<file path="config.mk">
export PLATFORM = sky130hd
export DESIGN_NAME = mem_arbiter
export DESIGN_NICKNAME = d
export VERILOG_FILES = /design/src/rtl/mem_pkg.sv /design/src/rtl/mem_arb_pick.sv /design/src/rtl/mem_arbiter.sv
export SDC_FILE = /design/constraint.sdc
export NUM_CORES = 1
export LEC_CHECK = 0
export CAP_MARGIN = 20
export CELL_PAD_IN_SITES_DETAIL_PLACEMENT = 1
export CELL_PAD_IN_SITES_GLOBAL_PLACEMENT = 2
export CORE_MARGIN = 2
export CORE_UTILIZATION = 17
export CTS_CLUSTER_DIAMETER = 40
export CTS_CLUSTER_SIZE = 25
export DETAILED_ROUTE_END_ITERATION = 8
export GPL_TIMING_DRIVEN = 1
export PLACE_DENSITY_LB_ADDON = 0.05
export REMOVE_ABC_BUFFERS = 1
export SYNTH_ARGS = -nofsm -noshare
export SYNTH_HDL_FRONTEND = slang
export SYNTH_SLANG_ARGS = --single-unit
</file>
<file path="constraint.sdc">
create_clock -name clk -period 2.15 [get_ports clk]
set_input_delay 0.3225 -clock clk [delete_from_list [all_inputs] [get_ports clk]]
set_output_delay 0.3225 -clock clk [all_outputs]
set_load 0.01 [all_outputs]
</file>
<file path="src/rtl/mem_pkg.sv">
// Shared types for the memory-port arbiter: size codes, owner and state
// encodings, and the one-hot grant bundle produced by the picker.
package mem_pkg;

  localparam logic [2:0] LEN_LB  = 3'b000;
  localparam logic [2:0] LEN_LH  = 3'b001;
  localparam logic [2:0] LEN_LW  = 3'b010;
  localparam logic [2:0] LEN_LBU = 3'b100;
  localparam logic [2:0] LEN_LHU = 3'b101;

  typedef enum logic [1:0] {
    OWN_NONE,
    OWN_INST,
    OWN_LOAD,
    OWN_STORE
  } owner_e;

  typedef enum logic [1:0] {
    ST_IDLE,
    ST_BUSY,
    ST_DRAIN
  } state_e;

  typedef struct packed {
    logic st;
    logic ld;
    logic inst;
  } grant_t;

endpackage

</file>
<file path="src/rtl/mem_arb_pick.sv">
// Priority picker: store > load > inst, unless inst has been starved,
// in which case a pending inst request jumps to the front.
module mem_arb_pick
  import mem_pkg::*;
(
  input  logic   inst_v_i,
  input  logic   ld_v_i,
  input  logic   st_v_i,
  input  logic   starve_i,
  output grant_t grant_o
);

  always_comb begin
    grant_o = '0;
    if (starve_i && inst_v_i) begin
      grant_o.inst = 1'b1;
    end else if (st_v_i) begin
      grant_o.st = 1'b1;
    end else if (ld_v_i) begin
      grant_o.ld = 1'b1;
    end else if (inst_v_i) begin
      grant_o.inst = 1'b1;
    end
  end

endmodule

</file>
<file path="src/rtl/mem_arbiter.sv">
// Shares one memory_controller port among inst fill, load and store drain;
// one transaction in flight, flush aborts reads but lets stores finish.
module mem_arbiter
  import mem_pkg::*;
#(
  parameter int unsigned STARVE_LIMIT = 4,
  parameter int unsigned ADDR_W       = 32
) (
  input  logic              clk,
  input  logic              rst,
  input  logic              rdy,
  input  logic              clear,
  input  logic              inst_valid,
  input  logic [ADDR_W-1:0] inst_addr,
  output logic              inst_ready,
  output logic [31:0]       inst_res,
  input  logic              ld_valid,
  input  logic [2:0]        ld_type,
  input  logic [ADDR_W-1:0] ld_addr,
  output logic              ld_ready,
  output logic [31:0]       ld_res,
  input  logic              st_valid,
  input  logic [2:0]        st_type,
  input  logic [ADDR_W-1:0] st_addr,
  input  logic [31:0]       st_data,
  output logic              st_ready,
  output logic              mc_valid,
  output logic              mc_wr,
  output logic [ADDR_W-1:0] mc_addr,
  output logic [2:0]        mc_len,
  output logic [31:0]       mc_data,
  output logic              mc_abort,
  input  logic              mc_ready,
  input  logic [31:0]       mc_res
);

  state_e            state_q, state_d;
  owner_e            owner_q, owner_d;
  logic [3:0]        skip_q, skip_d;
  logic              mc_valid_q, mc_valid_d;
  logic              mc_wr_q, mc_wr_d;
  logic [ADDR_W-1:0] mc_addr_q, mc_addr_d;
  logic [2:0]        mc_len_q, mc_len_d;
  logic [31:0]       mc_data_q, mc_data_d;
  logic              mc_abort_q, mc_abort_d;

  grant_t grant;
  logic   starve;
  logic   any_req;
  logic   kill;
  logic   fire;

  assign starve  = (skip_q == 4'(STARVE_LIMIT));
  assign any_req = inst_valid | ld_valid | st_valid;
  // A flush kills speculative reads only; stores always run to completion.
  assign kill    = clear && (state_q == ST_BUSY)
                   && (owner_q != OWN_STORE);

  mem_arb_pick u_pick (
    .inst_v_i (inst_valid),
    .ld_v_i   (ld_valid),
    .st_v_i   (st_valid),
    .starve_i (starve),
    .grant_o  (grant)
  );

  always_comb begin
    state_d    = state_q;
    owner_d    = owner_q;
    skip_d     = skip_q;
    mc_valid_d = mc_valid_q;
    mc_wr_d    = mc_wr_q;
    mc_addr_d  = mc_addr_q;
    mc_len_d   = mc_len_q;
    mc_data_d  = mc_data_q;
    mc_abort_d = 1'b0;
    unique case (state_q)
      ST_IDLE: begin
        if (!clear && any_req) begin
          state_d    = ST_BUSY;
          mc_valid_d = 1'b1;
          if (grant.st) begin
            owner_d   = OWN_STORE;
            mc_wr_d   = 1'b1;
            mc_addr_d = st_addr;
            mc_len_d  = st_type;
            mc_data_d = st_data;
          end else if (grant.ld) begin
            owner_d   = OWN_LOAD;
            mc_wr_d   = 1'b0;
            mc_addr_d = ld_addr;
            mc_len_d  = ld_type;
            mc_data_d = '0;
          end else begin
            owner_d   = OWN_INST;
            mc_wr_d   = 1'b0;
            mc_addr_d = inst_addr;
            mc_len_d  = LEN_LW;
            mc_data_d = '0;
          end
          if (inst_valid) begin
            if (grant.inst) begin
              skip_d = '0;
            end else if (skip_q != 4'hF) begin
              skip_d = skip_q + 4'd1;
            end
          end
        end
      end
      ST_BUSY: begin
        if (kill) begin
          state_d    = ST_IDLE;
          owner_d    = OWN_NONE;
          mc_valid_d = 1'b0;
          mc_abort_d = 1'b1;
        end else if (mc_ready) begin
          state_d    = ST_IDLE;
          owner_d    = OWN_NONE;
          mc_valid_d = 1'b0;
        end else if (clear) begin
          state_d = ST_DRAIN;
        end
      end
      ST_DRAIN: begin
        if (mc_ready) begin
          state_d    = ST_IDLE;
          owner_d    = OWN_NONE;
          mc_valid_d = 1'b0;
        end
      end
      default: begin
        state_d = ST_IDLE;
        owner_d = OWN_NONE;
      end
    endcase
    if (!inst_valid) begin
      skip_d = '0;
    end
  end

  always_ff @(posedge clk) begin
    if (rst) begin
      state_q    <= ST_IDLE;
      owner_q    <= OWN_NONE;
      skip_q     <= '0;
      mc_valid_q <= 1'b0;
      mc_wr_q    <= 1'b0;
      mc_addr_q  <= '0;
      mc_len_q   <= '0;
      mc_data_q  <= '0;
      mc_abort_q <= 1'b0;
    end else if (rdy) begin
      state_q    <= state_d;
      owner_q    <= owner_d;
      skip_q     <= skip_d;
      mc_valid_q <= mc_valid_d;
      mc_wr_q    <= mc_wr_d;
      mc_addr_q  <= mc_addr_d;
      mc_len_q   <= mc_len_d;
      mc_data_q  <= mc_data_d;
      mc_abort_q <= mc_abort_d;
    end
  end

  assign fire = rdy && mc_ready && (state_q != ST_IDLE) && !kill;

  assign inst_ready = fire && (owner_q == OWN_INST);
  assign ld_ready   = fire && (owner_q == OWN_LOAD);
  assign st_ready   = fire && (owner_q == OWN_STORE);
  assign inst_res   = mc_res;
  assign ld_res     = mc_res;

  assign mc_valid = mc_valid_q;
  assign mc_wr    = mc_wr_q;
  assign mc_addr  = mc_addr_q;
  assign mc_len   = mc_len_q;
  assign mc_data  = mc_data_q;
  assign mc_abort = mc_abort_q;

endmodule

</file>
==> metrics <==
syn avg cell area=9.34 um2; final std cells w/o fill=870; layout cells sized above 1=0.101; Crit. End Element=primary output; clock period minus worst slack=1980 ps; Final Hold Viols=0; first-pass GRT wire length=26.0 mm; leakage power=2.40 nW; DR vias=3786; synth cell count leaders=78 x dfxtp_1, 75 x buf_4, 64 x a22oi_1, 41 x nor2_1, 32 x mux2i_1; slew margin rel.=0.728; Placement Rows=55; CTS tree=yes; Synth Cell Area=3920 um2; wire per inst=20.9 um; yosys warns=0; Worst Path Arrival=1650 ps; Total GRT Usage=0.147; Peak supply drop=0.000305 V; WP data required=1830 ps; Die W=156 um; area delta synth->final=62.8%; Overflow after GRT=0; DR iter-0 viols=120; hold-fix buffers at CTS=0; Synth Flop Type=dfxtp_1; Worst Slack Setup Final=174 ps; busiest grt layer=met2; M1 GR Usage=0.167; num ports=311; Inserted Clock Buffers=9; clk root buf=clkbuf_16; vias per cell=4.35; Max FO, Critical Path=3; fmax=0.506 GHz; Synth Instances=420; Overall Power=4.06 mW; Port Buffers=214; post-synth top area share=0.398; post-synthesis sequential area ratio=0.398; htree depth=3; Startpoint Class=primary input; antenna-violating nets left=0; Synth async-reset ratio=0; insertion delay to the later sink of the worst-skew pair=340 ps; drt first pass iters=4; Yosys cell types=54; worst slack at placement=-314 ps; initial antenna violation count=2; status=completed; DRC viols=0; Inst Count DP=853; setup violators final=0; Initial Util=0.173; DPL Wire Length=14.0 mm; Final Max Slew Viols=0; Final Cycle Share=0.919; Setup TNS=0 ps; CORE AREA=22600 um2; synth top area cells=dfxtp_1 40%, buf_4 14%, a22oi_1 12%; NumNets Final=759; RSZ-0062 raised after global routing=no; Max Cap Viol=0; final setup skew=8.56 ps; met2 GRT Util=0.219; HP Class=in -> reg; largest net degree at the start of global routing=34; Die H=156 um; clock buffer depth=2; number of global-route vias before repair=4057; crit path kind=in -> out; Worst-Margin Slew=408 ps; post-synth top area cell=dfxtp_1; Layout fillers=2557; top-count cell post-synth=dfxtp_1; Post-Route WL=18.2 mm; #FFs+latches synth=78; CTS clk-pin slew, worst paths=70 ps; cell area power density=635 nW/um2; M3 GR Usage=0.106; Total Die Area=24300 um2; number of synthesized flops with an enable pin=0; routability cong.=0.677; # clock sinks=78
## area by class of cell
| class | instances | area [um2] | share of cell area |
|---|---|---|---|
| timing repair buffer | 236 | 2380 | 0.372 |
| tap | 285 | 357 | 0.0558 |
| multi-input combinational | 244 | 1720 | 0.269 |
| clock inverter | 7 | 105 | 0.0165 |
| clock buffer | 9 | 225 | 0.0353 |
| sequential | 78 | 1560 | 0.244 |
| inverter | 10 | 37.5 | 0.00588 |
| antenna | 1 | 2.50 | 0.000392 |
## final timing paths
path                                   to  slack, ps  cells past startpoint               startpoint
setup / recovery                 st_ready        170                      6                    clear
hold / removal    state_q[1]$_SDFFE_PP0P_        410                      2                      rst
setup reg to reg  state_q[1]$_SDFFE_PP0P_        320                      7  state_q[0]$_SDFFE_PP0P_
hold reg to reg    mc_len[1]$_SDFFE_PP0P_        460                      2   mc_len[1]$_SDFFE_PP0P_
## worst max-delay path, stage by stage
cell and delay (ps):
clkdlybuf4s50_1 480, a21boi_1 260, a21boi_2 100, nand3b_1 160, nor2_1 50, dlygate4sd2_1 280
## repair_timing
action                     in CTS  in global routing
pin swaps                       0                  1
setup buffers                   0                  0
gates resized for setup         6                  6
setup endpoints to repair       3                  2
## metal layers
layer  share of wire  routed length, um  vias up
met2            0.45               8120      189
met5          0.0047                 86        -
met1            0.41               7460     1810
met4           0.010                184        4
li1                -                  -     1768
met3            0.13               2320       15
## per-stage QoR
stage | instance area (um2) | hold slack [ps] | util
2_1_floorplan | 3300 | 392 | -
3_3_place_gp | 6050 | 449 | 0.267
3_5_place_dp | 6050 | 468 | 0.267
4_1_cts | 6380 | 414 | 0.282
5_1_grt | 6390 | 454 | 0.282
6_report | 6390 | 413 | 0.282
## cell families (layout without fill, tap and decap cells)
logic type / count (synthesis) / count (layout) / synth area share
compound gates: 127 / 127 / 0.227
fa+ha+maj: 6 / 6 / 0.0191
buf+inv: 98 / 262 / 0.168
flops: 78 / 78 / 0.398
mux: 32 / 32 / 0.0816
other cells: 0 / 1 / 0
simple gates: 79 / 79 / 0.106
## layout by cell type (no fill, tap or decap), drive strengths merged, types with 6 or more instances in the layout
cell type      Yosys  layout
a21oi              9       9
a22oi             64      64
buf               81      23
clkbuf             7      11
clkdlybuf4s50      0     210
dfxtp             78      78
ha                 6       6
inv               10      13
mux2i             32      32
nand2             10      10
nor2              41      41
o21ai             35      35
## registers in the layout (all words and copies together) (netlist names)
name,count
mc_abort,1
mc_valid,1
mc_len,3
skip_q,4
state_q,2
mc_wr,1
mc_data,32
owner_q,2
mc_addr,32
## power breakdown
group / switching [mW] / internal, mW / total, mW
combinational: 0.299 / 0.466 / 0.765
sequential: 0.0376 / 1.51 / 1.55
clock: 0.706 / 1.04 / 1.74
Note: power is estimated with default switching activity, not from simulation.
